<file path="src/rtl/mdu_pkg.sv">
// mdu_pkg: shared encodings for the HI/LO multiply/divide controller.
// Holds op codes, FSM state codes, ALU control words and the default width.
package mdu_pkg;

    localparam int MDU_WIDTH = 32;

    typedef enum logic [3:0] {
        OP_MULT  = 4'b0000,
        OP_MULTU = 4'b0001,
        OP_MADD  = 4'b0010,
        OP_MSUB  = 4'b0011,
        OP_DIV   = 4'b0100,
        OP_DIVU  = 4'b0101,
        OP_MTHI  = 4'b0110,
        OP_MTLO  = 4'b0111
    } mdu_op_e;

    localparam logic [2:0] ST_IDLE = 3'd0;
    localparam logic [2:0] ST_MUL  = 3'd1;
    localparam logic [2:0] ST_ACC  = 3'd2;
    localparam logic [2:0] ST_DIV  = 3'd3;
    localparam logic [2:0] ST_FIX  = 3'd4;

    localparam logic [4:0] ALU_ADD  = 5'b00010;
    localparam logic [4:0] ALU_SMUL = 5'b01000;
    localparam logic [4:0] ALU_UMUL = 5'b10001;

    // MULT, MULTU, MADD and MSUB all live in the 00xx corner of the op space.
    function automatic logic is_mul(input logic [3:0] op);
        return op[3:2] == 2'b00;
    endfunction

endpackage

</file>
<file path="src/rtl/mdu_div_step.sv">
// mdu_div_step: one combinational restoring-division iteration.
// Shifts the next dividend bit into the remainder and subtracts the divisor if it fits.
module mdu_div_step #(
    parameter int WIDTH = 32
) (
    input  logic [WIDTH-1:0] rem_i,
    input  logic [WIDTH-1:0] dvs_i,
    input  logic             bit_i,
    output logic [WIDTH-1:0] rem_o,
    output logic             q_o
);

    logic [WIDTH:0] sh;
    logic [WIDTH:0] diff;

    assign sh    = {rem_i, bit_i};
    assign diff  = sh - {1'b0, dvs_i};
    assign q_o   = ~diff[WIDTH];
    assign rem_o = q_o ? diff[WIDTH-1:0] : sh[WIDTH-1:0];

endmodule

</file>
<file path="src/rtl/hilo_mdu_ctrl.sv">
// hilo_mdu_ctrl: HI/LO owner that sequences multiply/accumulate through the shared ALU.
// Iterative DIV/DIVU and the divide datapath are compiled only when MDU_DIV_EN is defined.
module hilo_mdu_ctrl
    import mdu_pkg::*;
#(
    parameter int WIDTH = MDU_WIDTH
) (
    input  logic                 Clk,
    input  logic                 Rst,
    input  logic                 Start,
    input  logic [3:0]           Op,
    input  logic [WIDTH-1:0]     A,
    input  logic [WIDTH-1:0]     B,
    output logic [4:0]           AluCtl,
    output logic [WIDTH-1:0]     AluA,
    output logic [WIDTH-1:0]     AluB,
    input  logic [2*WIDTH-1:0]   AluResult,
    output logic                 Busy,
    output logic                 Done,
    output logic                 DivByZero,
    output logic [WIDTH-1:0]     Hi,
    output logic [WIDTH-1:0]     Lo
);

    logic [2:0]           state_q, state_d;
    logic [3:0]           op_q, op_d;
    logic [WIDTH-1:0]     a_q, a_d, b_q, b_d, hi_q, hi_d, lo_q, lo_d;
    logic [2*WIDTH-1:0]   p_q, p_d, hilo;

    assign hilo = {hi_q, lo_q};
    assign Hi   = hi_q;
    assign Lo   = lo_q;
    assign Busy = state_q != ST_IDLE;

`ifdef MDU_DIV_EN
    logic [WIDTH-1:0] rem_q, rem_d, dq_q, dq_d, dvs, rem_nx, quo_s, rem_s;
    logic [5:0]       cnt_q, cnt_d;
    logic             q_bit, a_neg, b_neg;

    // Division runs on magnitudes; dq_q starts as the dividend and fills with quotient bits.
    assign a_neg     = (op_q == OP_DIV) & a_q[WIDTH-1];
    assign b_neg     = (op_q == OP_DIV) & b_q[WIDTH-1];
    assign dvs       = b_neg ? -b_q : b_q;
    assign quo_s     = (a_neg ^ b_neg) ? -dq_q : dq_q;
    assign rem_s     = a_neg ? -rem_q : rem_q;
    assign DivByZero = (state_q == ST_FIX) && (b_q == '0);

    mdu_div_step #(.WIDTH(WIDTH)) u_step (
        .rem_i (rem_q),
        .dvs_i (dvs),
        .bit_i (dq_q[WIDTH-1]),
        .rem_o (rem_nx),
        .q_o   (q_bit)
    );
`else
    assign DivByZero = 1'b0;
`endif

    always_comb begin
        state_d = state_q;
        op_d    = op_q;
        a_d     = a_q;
        b_d     = b_q;
        p_d     = p_q;
        hi_d    = hi_q;
        lo_d    = lo_q;
        AluCtl  = ALU_ADD;
        AluA    = '0;
        AluB    = '0;
        Done    = 1'b0;
`ifdef MDU_DIV_EN
        rem_d   = rem_q;
        dq_d    = dq_q;
        cnt_d   = cnt_q;
`endif
        case (state_q)
            ST_IDLE: begin
                if (Start) begin
                    if (Op == OP_MTHI) hi_d = A;
                    else if (Op == OP_MTLO) lo_d = A;
                    else if (is_mul(Op)) begin
                        op_d    = Op;
                        a_d     = A;
                        b_d     = B;
                        state_d = ST_MUL;
                    end
`ifdef MDU_DIV_EN
                    else if (Op == OP_DIV || Op == OP_DIVU) begin
                        op_d    = Op;
                        a_d     = A;
                        b_d     = B;
                        rem_d   = '0;
                        cnt_d   = 6'd31;
                        dq_d    = (Op == OP_DIV && A[WIDTH-1]) ? -A : A;
                        state_d = (B == '0) ? ST_FIX : ST_DIV;
                    end
`endif
                end
            end
            ST_MUL: begin
                AluCtl = (op_q == OP_MULTU) ? ALU_UMUL : ALU_SMUL;
                AluA   = a_q;
                AluB   = b_q;
                p_d    = AluResult;
                if (op_q[1]) state_d = ST_ACC;
                else begin
                    {hi_d, lo_d} = AluResult;
                    Done         = 1'b1;
                    state_d      = ST_IDLE;
                end
            end
            ST_ACC: begin
                {hi_d, lo_d} = op_q[0] ? hilo - p_q : hilo + p_q;
                Done         = 1'b1;
                state_d      = ST_IDLE;
            end
`ifdef MDU_DIV_EN
            ST_DIV: begin
                rem_d   = rem_nx;
                dq_d    = {dq_q[WIDTH-2:0], q_bit};
                cnt_d   = cnt_q - 6'd1;
                state_d = (cnt_q == 6'd0) ? ST_FIX : ST_DIV;
            end
            ST_FIX: begin
                {hi_d, lo_d} = (b_q == '0) ? {a_q, {WIDTH{1'b1}}} : {rem_s, quo_s};
                Done         = 1'b1;
                state_d      = ST_IDLE;
            end
`endif
            default: state_d = ST_IDLE;
        endcase
    end

    always_ff @(posedge Clk or negedge Rst) begin
        if (!Rst) begin
            state_q <= ST_IDLE;
            op_q    <= '0;
            a_q     <= '0;
            b_q     <= '0;
            p_q     <= '0;
            hi_q    <= '0;
            lo_q    <= '0;
`ifdef MDU_DIV_EN
            rem_q   <= '0;
            dq_q    <= '0;
            cnt_q   <= '0;
`endif
        end else begin
            state_q <= state_d;
            op_q    <= op_d;
            a_q     <= a_d;
            b_q     <= b_d;
            p_q     <= p_d;
            hi_q    <= hi_d;
            lo_q    <= lo_d;
`ifdef MDU_DIV_EN
            rem_q   <= rem_d;
            dq_q    <= dq_d;
            cnt_q   <= cnt_d;
`endif
        end
    end

endmodule

</file>
<file path="config.mk">
export PLATFORM = sky130hd
export DESIGN_NAME = hilo_mdu_ctrl
export DESIGN_NICKNAME = d
export VERILOG_FILES = /design/src/rtl/mdu_pkg.sv /design/src/rtl/mdu_div_step.sv /design/src/rtl/hilo_mdu_ctrl.sv
export SDC_FILE = /design/constraint.sdc
export NUM_CORES = 1
export LEC_CHECK = 0
export ABC_AREA = 0
export CAP_MARGIN = 20
export CORE_AREA = 2 2 144 160
export DETAILED_ROUTE_END_ITERATION = 12
export DIE_AREA = 0 0 146 162
export DONT_BUFFER_PORTS = 1
export GPL_TIMING_DRIVEN = 0
export PLACE_DENSITY = 0.9
export SETUP_SLACK_MARGIN = 0.1
export SYNTH_ARGS = -nofsm -noshare
export SYNTH_HDL_FRONTEND = slang
export SYNTH_SLANG_ARGS = --single-unit
</file>
<file path="constraint.sdc">
create_clock -name Clk -period 6.54 [get_ports Clk]
set_input_delay 0.654 -clock Clk [delete_from_list [all_inputs] [get_ports Clk]]
set_output_delay 0.654 -clock Clk [all_outputs]
set_load 0.005 [all_outputs]
</file>
[Word-level counts from Yosys, hierarchy flattened]
Index checks and enable logic that the tools add are counted.
Storage, ports and cells
  register bits after elaboration: 199
  bits in latches: 0
  bits in writable memories: 0
  memory bits (read-only): 0
  bits of input ports: 135
  output and inout bits: 136
  logic and storage cells: 53
  memories: 0
Cells by class
  add/sub/neg operators: 2
  multiply operators: 0
  divide/modulo/power cells: 0
  $lt $le $gt $ge: 0
  equal/unequal tests: 12
  shift operators: 0
  mux-type cells: 22
  bitwise gates (word level): 2
  reductions and logical operators: 8
Operators by type and width (number)
  32-bit two-way mux: 9
  32-bit case mux with 3 select lines: 2
  64-bit adder: 1
  64-bit two-way mux: 1
  64-bit subtractor: 1
  2-bit != test (second input constant): 7
  3-bit two-way mux: 4
  5-bit two-way mux: 2
  5-bit AND reduction: 2
  4-bit by 3-bit == test with 1-bit output (second input constant): 2
  4-bit AND reduction: 2
  3-bit case mux with 2 select lines: 1
  3-bit nonzero test: 2
  4-bit by 1-bit == test with 1-bit output (second input constant): 1
  3-bit by 1-bit == test with 1-bit output (second input constant): 1
  3-bit by 2-bit == test with 1-bit output (second input constant): 1
  3-bit zero test: 1
  2-bit zero test: 1
  2-bit two-way mux: 1
  1-bit NOT: 2
  1-bit case mux with 2 select lines: 1
  1-bit two-way mux: 1

[Longest topological paths before layout]
Gate-level depths: netlist (run 1).
  word-level depth: 6
  depth in mapped cells: 23
  gate-level depth less buffers: 21

[Least setup slack after synthesis (run 1)]
No wires, ideal clock.
  path kind: register to register
  start point: reg p_q[4]
  end point: reg hi_q[29] (netlist: Hi[29])
  data arrival time: 4332 ps
  data required time: 6404 ps
  path slack: 2072 ps
  cell stages (with the launch flop): 22
  path buffers: 2
  clock period less this slack: 4468 ps
  cells stage by stage: dfrtp_1 -> or3_4 -> nor4_2 -> and3_1 -> buf_2 -> nand2_1 -> nor4_2 -> and3_1 -> nor2_1 -> xnor2_1 -> ha_1 -> clkbuf_1 -> a21o_1 -> a21o_1 -> a21o_1 -> a21o_1 -> a21o_1 -> a221oi_1 -> o21ai_2 -> a41oi_1 -> xor2_1 -> o31ai_1
Between the ends
  word-level cells in the longest chain between the ends: 3
  elaborated cells between the ends (all ways): 4
RTL lines
  start, declared: line hilo_mdu_ctrl.sv:28  | logic [2*WIDTH-1:0] p_q, p_d, hilo;
  start signal, assigned: line hilo_mdu_ctrl.sv:153  | p_q <= p_d;
  64-bit adder / 64-bit subtractor (equally long branches): line hilo_mdu_ctrl.sv:113  | {hi_d, lo_d} = op_q[0] ? hilo - p_q : hilo + p_q;
  64-bit two-way mux (*): line hilo_mdu_ctrl.sv:113
  32-bit case mux with 3 select lines (*): line hilo_mdu_ctrl.sv:76  | case (state_q)
  end signal, assigned: line hilo_mdu_ctrl.sv:154  | hi_q <= hi_d;
  end, declared: line hilo_mdu_ctrl.sv:27  | logic [WIDTH-1:0] a_q, a_d, b_q, b_d, hi_q, hi_d, lo_q, lo_d;
Every way passes the cells marked *; elsewhere a longest branch is shown, timed or not.
A chain may end at the register's enable or synchronous reset.

[Worst setup path in the final report (run 1)]
  start point: reg p_q[0]
  end point: reg hi_q[29] (netlist: Hi[29])
The elaborated chain is that of the path after synthesis.

==> metrics.md, run 1 <==
| Metric | Value |
|---|---|
| Outcome | `completed` |
| Ys flop type | `dfrtp_1` |
| Fin. max-slew vios | `0` |
| IO Count | `271` |
| Area of the multi-input gates | `about 8400 um^2` |
| Die Wd | `146 um` |
| Largest net degree at the start of global routing | `199` |
| Synth Area in Simple Gates | `18.15%` |
| Die area | `23650 um^2` |
| Slowest stage delay, CP | `0.60 ns` |
| Layout cell share with drive strength beyond 1 | `about 9%` |
| Antenna Nets Post-Route | `0` |
| R2r startpoint | `p_q[0]` |
| CTS sink count | `198` |
| Synth Instances | `1636` |
| Met1 WL | `18.21 mm` |
| EDFF count, synth | `0` |
| Critical path required time | `a little under 7 ns` |
| Initial Utilization | `64.06%` |
| Via count | `~13000` |
| Rows | `57` |
| Initial antenna violation count | `0` |
| Top layer in use | `met4` |
| Crit path capture | `Hi[29]` |
| Mean routed wirelength per cell | `25.56 um` |
| Core area | `roughly 22000 um^2` |
| Fmax | `165.7 MHz` |
| Critical Path AT | `about 6.4 ns` |
| Max Cap Viol | `0` |
| CTS H-tree depth | `4` |
| Maximum net fanout on the critical path | `8` |
| Clock buffer depth | `2` |
| Via-to-Cell Ratio | `between 6 and 7` |
| FF-to-FF End | `Hi[29]` |
| Resized Gates After CTS | `0` |
| Warnings, synthesis | `0` |
| Critical path's slowest cell | `nor4_2` |
| Gr usage total | `a little over two fifths` |
| Post-synthesis xor/xnor area fraction | `7.460%` |
| Unique masters post-synth | `between 70 and 80` |
| Minimum clock period | `6.035 ns` |
| Buf/Inv on CP | `3` |
| First-pass GRT wire length | `76.71 mm` |
| Number of global-route vias before repair | `13360` |
| CTS tree | `yes` |
| RePlAce Congestion | `1.008` |
| Iteration-0 DRC Markers | `about 1400` |
| Clock slew at reported path FFs | `around 0.09 ns` |
| Met3 WL | `6.103 mm` |
| Synthesized area | `14070 um^2` |
| Period utilization | `between 90% and 100%` |
| Hold Fails Final Rpt | `0` |
| Layout filler cell count | `between 1500 and 2000` |
| Clock latency at the later pin of the worst-skew pair | `0.46 ns` |
| Avg Cell Area, Syn | `8.601 um^2` |
| Setup crit end kind | `flop` |
| Clock Tree Root | `clkbuf_16` |
| Setup TNS | `0 ns` |
| Top cell family by delay on the critical path | `simple AND/OR/NAND/NOR gates` |
| Layout area overhead | `7.514%` |
| R2R depth | `23` |
| Critical path type | `flop to flop` |
| Worst slew pin tran | `1.045 ns` |
| Final wirelength | `50.27 mm` |
| Worst setup margin | `0.5048 ns` |
| CP startpoint | `p_q[0]` |
| Adder-cell area share of the yosys netlist | `6.100%` |
| Compound-Gate Fraction of Synth Area | `21.71%` |
| Reg-to-reg slack, setup | `just over 0.5 ns` |
| Clock Skew | `roughly 0.015 ns` |
| Drt first pass iters | `7` |
| Startpoint type of the worst setup path | `flop` |
| Slew headroom | `30.33%` |
| Final setup vio count | `0` |
| Post-DP HPWL | `between 30 and 40 mm` |
| RSZ-0062 raised after global routing | `false` |
| Post-synth ARST share | `100.0%` |
| Mux contribution to synthesized area | `6.545%` |
| Worst Hold Class | `input pin to asynchronous set/reset pin` |
| Pre-CTS setup slack | `between 0.7 and 0.8 ns` |
| TritonCTS buffer count | `17` |
| Yosys reg bits | `198` |
| Critical-path cell list | `inv_1, ha_1, nand2_1, nor4_2, and3_1, buf_2, nand2_1, nor4_2, and3_1, nor2_1, xnor2_1, ha_1, clkbuf_1, a21o_1, a21o_1, a21o_1, a21o_1, a21o_1, a221oi_1, o21ai_2, a41oi_1, xor2_1, o31ai_1` |
| Core Util, Final | `between 60 and 70%` |
| WL met2 | `between 20 and 25 mm` |
| Worst path depth | `23` |
| Largest family of logic cells by synthesized area | `compound AO/OA/AOI/OAI gates` |
| CP most frequent cell | `a21o_1` |
| Overflow after GRT | `0` |
| Sequential area share after synthesis | `35.21%` |
| Number of diodes | `0` |
| DRC | `0` |
| Fin nets | `1862` |
| Die height | `162 um` |
| Reg area | `~5000 um^2` |
| IO Port Bufs | `0` |
## stage by stage
step           hold slack, ns  instances  instance area [um^2]
2_1_floorplan          0.3584       1637                 14070
3_3_place_gp           0.3658       1932                 14440
3_5_place_dp           0.3644       1932                 14440
4_1_cts                0.3273       1965                 15110
5_1_grt                0.3358       1967                 15130
6_report               0.2558       1967                 15130
## sequential cells by signal, indices dropped and copies added (netlist names)
name and flops:
Hi 32, Lo 32, a_q 32, b_q 32, op_q 4, p_q 64, state_q 2
## cells in the mapped netlist (all sizes together) (40+ instances only)
master / count / area (um^2)
dfrtp: 198 / 4955
nand2: 188 / 713.2
a21oi: 126 / 638.1
nor2: 115 / 431.7
o21ai: 112 / 571.8
xnor2: 91 / 804.5
clkbuf: 82 / 307.8
mux2: 80 / 900.9
inv: 75 / 281.5
and2: 74 / 462.9
ha: 67 / 838.3
o31ai: 47 / 362.8
a21o: 45 / 337.8
a31oi: 40 / 269.0
## cell type report
cell class	count	share of cell area, %
clock inverter	15	1.406
inverter	75	1.861
multi-input combinational	1266	55.82
buffer	98	2.605
clock buffer	17	2.812
sequential	198	32.75
tap	295	2.440
timing repair buffer	3	0.3060
## metal layers
layer / vias up / track usage (%)
met3: 201 / 11.26
met5: - / 0
li1: 5841 / -
met4: 0 / 22.59
met1: 6436 / 52.72
met2: 936 / 67.58
## cell usage in the layout (no fill, tap or decap), types with 23 or more instances in the layout
master,netlist,layout
and3_1,23,23
nand3_1,24,24
a21oi_1,124,124
o21ai_0,103,103
o31ai_1,45,45
nand2_1,187,187
inv_1,75,75
xor2_1,28,28
a31oi_1,37,37
and2_1,74,74
a21o_1,45,45
ha_1,67,67
nor2_1,115,115
dfrtp_1,198,198
xnor2_1,90,90
clkbuf_1,82,82
mux2_2,80,80
## timing repair
item / CTS / global route
setup endpoints to repair: 0 / 0
endpoints found under the hold margin: 198 / 0
buffers inserted: 0 / 0
hold buffers: 1 / 0
## worst min-delay path by stage
stage	from	cells after the start	endpoint
floorplan	Rst	0	Hi[0]
global placement	Rst	0	Lo[7]
detailed placement	Rst	0	p_q[6]
CTS	Rst	1	Lo[6]
global route	B[11]	1	b_q[11]
finish	Rst	1	Lo[9]
## kinds of logic after synthesis
group	count (synthesis)
multiplexers	82
AO/OA/AOI/OAI	469
XOR/XNOR	119
adder cells (fa/ha/maj)	68
buffers and inverters	173
other	1
AND/OR/NAND/NOR	526
flip-flops	198
Power of run 1 is left out: the tool's default activity adds up to more than one toggle a clock period on the data nets, which glitch-free logic cannot reach.
==> run 2, diff against run 1 <==
--- a/config.mk
+++ b/config.mk
@@ -11,6 +11,7 @@
 export DETAILED_ROUTE_END_ITERATION = 12
 export DIE_AREA = 0 0 146 162
 export DONT_BUFFER_PORTS = 1
+export GPL_ROUTABILITY_DRIVEN = 0
 export GPL_TIMING_DRIVEN = 0
 export PLACE_DENSITY = 0.9
 export SETUP_SLACK_MARGIN = 0.1
==> constraint.sdc (replaced) <==
create_clock -name Clk -period 7.7 [get_ports Clk]
set_input_delay 0.77 -clock Clk [delete_from_list [all_inputs] [get_ports Clk]]
set_output_delay 0.77 -clock Clk [all_outputs]
set_load 0.005 [all_outputs]
==> run 2 against run 1 <==
  * Final cell count up 0.10%
  * Utilization down 0.15 points
  * Critical endpoint unchanged
  * Largest cell class unchanged
  * Register-to-register slack better by 1.4 ns
  * Via count up 2.3%
  * Non-clock buffer count up 1
  * Setup slack better by 1.4 ns
==> metrics.md, run 2 (synthesis gave the netlist of run 1 again) <==
| Metric | Value |
|---|---|
| Outcome | `completed` |
| Final hold slack | `0.004110 ns (-0.2517 ns)` |
| CTS H-tree depth | `4 (unchanged)` |
| Worst slew pin tran | `1.155 ns (+0.1102 ns)` |
| Die area | `23650 um^2 (unchanged)` |
| Gr usage total | `40.38% (-1.9 points)` |
| DRC | `0 (unchanged)` |
| Initial Utilization | `64.06% (unchanged)` |
| Final wirelength | `49.26 mm (-2.0%)` |
| Slowest stage delay, CP | `0.45 ns (-0.15 ns)` |
| Max FFs per register | `64 (unchanged)` |
| Worst setup margin | `1.877 ns (+1.372 ns)` |
| Fmax | `171.7 MHz (+3.6%)` |
| Commonest non-fill, non-tap cell in the layout | `dfrtp_1` |
| Layout area overhead | `7.274%` |
| Overflow after GRT | `0 (unchanged)` |
| Minimum clock period | `5.823 ns (-0.2119 ns)` |
| Antenna Nets Post-Route | `0 (unchanged)` |
| Hold Fails Final Rpt | `0 (unchanged)` |
| Resized Gates After CTS | `0 (unchanged)` |
| Critical Path AT | `6.15 ns (-0.20 ns)` |
| Max Cap Viol | `0 (unchanged)` |
| Startpoint type of the worst setup path | `flop` |
| IO Port Bufs | `0 (unchanged)` |
| CTS sink count | `198 (unchanged)` |
| Setup TNS | `0 ns (unchanged)` |
| Mean routed wirelength per cell | `25.02 um (-2.1%)` |
| Critical path required time | `8.02 ns (+1.17 ns)` |
| Die Wd | `146 um (unchanged)` |
| Drt first pass iters | `6 (-1)` |
| Maximum net fanout on the critical path | `8 (unchanged)` |
| First-pass GRT wire length | `74.02 mm (-3.5%)` |
| Layout cell share with drive strength beyond 1 | `8.787% (-0.18 points)` |
| Core area | `21970 um^2 (unchanged)` |
| CTS tree | `yes` |
| Clock slew at reported path FFs | `0.09 ns (about the same)` |
| TritonCTS buffer count | `17 (unchanged)` |
| IO Count | `271 (unchanged)` |
| Rows | `57 (unchanged)` |
| Worst Hold Class | `input pin to asynchronous set/reset pin` |
| Pre-CTS setup slack | `2.174 ns (+1.427 ns)` |
| Largest Register | `p_q` |
| Critical path's slowest cell | `or3_4` |
| Final setup vio count | `0 (unchanged)` |
| Slew headroom | `22.46% (-7.9 points)` |
| RSZ-0062 raised after global routing | `false` |
| Critical path type | `flop to flop` |
| Fin. max-slew vios | `0 (unchanged)` |
| Critical-path cell list | `or3_4, nor4_2, and3_1, buf_2, nand2_1, nor4_2, and3_1, nor2_1, xnor2_1, ha_1, clkbuf_1, a21o_1, a21o_1, a21o_1, a21o_1, a21o_1, a221oi_1, o21ai_2, a41oi_1, xor2_1, o31ai_1` |
| Clock buffer depth | `2 (unchanged)` |
| Die height | `162 um (unchanged)` |
| Initial antenna violation count | `2 (+2)` |
| Number of global-route vias before repair | `13520 (+1.2%)` |
| Fin nets | `1863 (+0.054%)` |
| Clock latency at the later pin of the worst-skew pair | `0.46 ns (about the same)` |
| Via count | `13730 (+2.3%)` |
| Period utilization | `75.63% (-17 points)` |
| Most frequent cells in the layout | `198 x dfrtp_1, 187 x nand2_1, 124 x a21oi_1` |
| Via-to-Cell Ratio | `6.971 (+2.2%)` |
| Post-DP HPWL | `36.18 mm (-4.7%)` |
| Iteration-0 DRC Markers | `2098 (+47%)` |
| Setup crit end kind | `flop` |
| CP most frequent cell | `a21o_1` |
| Clock Tree Root | `clkbuf_16` |
| Largest net degree at the start of global routing | `199 (unchanged)` |
| Clock Skew | `0.02122 ns (+0.006589 ns)` |
[run 2: cell types whose count changed in the layout (fill, tap and decap cells not counted)]
cell | previous run | this run
buf_16 | 1 | 0
diode_2 | 0 | 1
buf_4 | 5 | 4
inv_8 | 3 | 5
clkinv_2 | 0 | 1
clkinv_8 | 4 | 3
dlygate4sd3_1 | 0 | 4
buf_6 | 2 | 1
inv_12 | 3 | 0
clkinvlp_4 | 0 | 1
[run 2: worst paths after layout]
path,startpoint,end,slack (ns),depth (start not counted)
worst max-delay path,p_q[4],Hi[29],1.88,21
worst min-delay path,Rst,Lo[9],0.004,0
worst max register to register,p_q[4],Hi[29],1.88,21
worst min register to register,b_q[2],b_q[2],0.50,1
max in group asynchronous,Rst,p_q[7],6.38,1
min in group Clk,AluResult[49],p_q[49],0.44,2
[run 2: cell type report]
class | instances | area [um^2]
Timing Repair Buffer | 4 | 40.04
Sequential cell | 198 | 4955
Tap cell | 295 | 369.1
Fill cell | 1734 | 6872
Clock buffer | 17 | 425.4
Inverter | 75 | 281.5
Multi-Input combinational cell | 1266 | 8444
Clock inverter | 15 | 182.7
Antenna cell | 1 | 2.502
Buffer | 98 | 394.1
[run 2: timing repair]
| action | 4_1_cts | 5_1_grt |
|---|---|---|
| setup endpoints to repair | 0 | 0 |
| hold buffers | 0 | 4 |
| setup buffers | 0 | 0 |
| hold endpoints to repair | 0 | 6 |
[run 2: through the flow]
stage	instance area, um^2	std cells	utilization (%)
2_1_floorplan	14070	1637	-
3_3_place_gp	14440	1932	65.76
3_5_place_dp	14440	1932	65.76
4_1_cts	15050	1964	68.52
5_1_grt	15090	1968	68.71
6_report	15090	1969	68.72
[run 2: metal layers]
metal | track usage [%] | wire (um)
met5 | 0 | 32
met1 | 48.07 | 16630
met4 | 23.65 | 3487
met3 | 14.38 | 7394
met2 | 63.51 | 21720
[run 2: worst max-delay path: cells and delay by family (launching register included)]
family          cells  cell delay [ns]
xor+xnor            2             0.38
compound gates      9             1.87
simple gates        7             2.27
buf+inv             2             0.47
flops               1             0.44
fa+ha+maj           1             0.27
Power of run 2 is left out for the same reason.
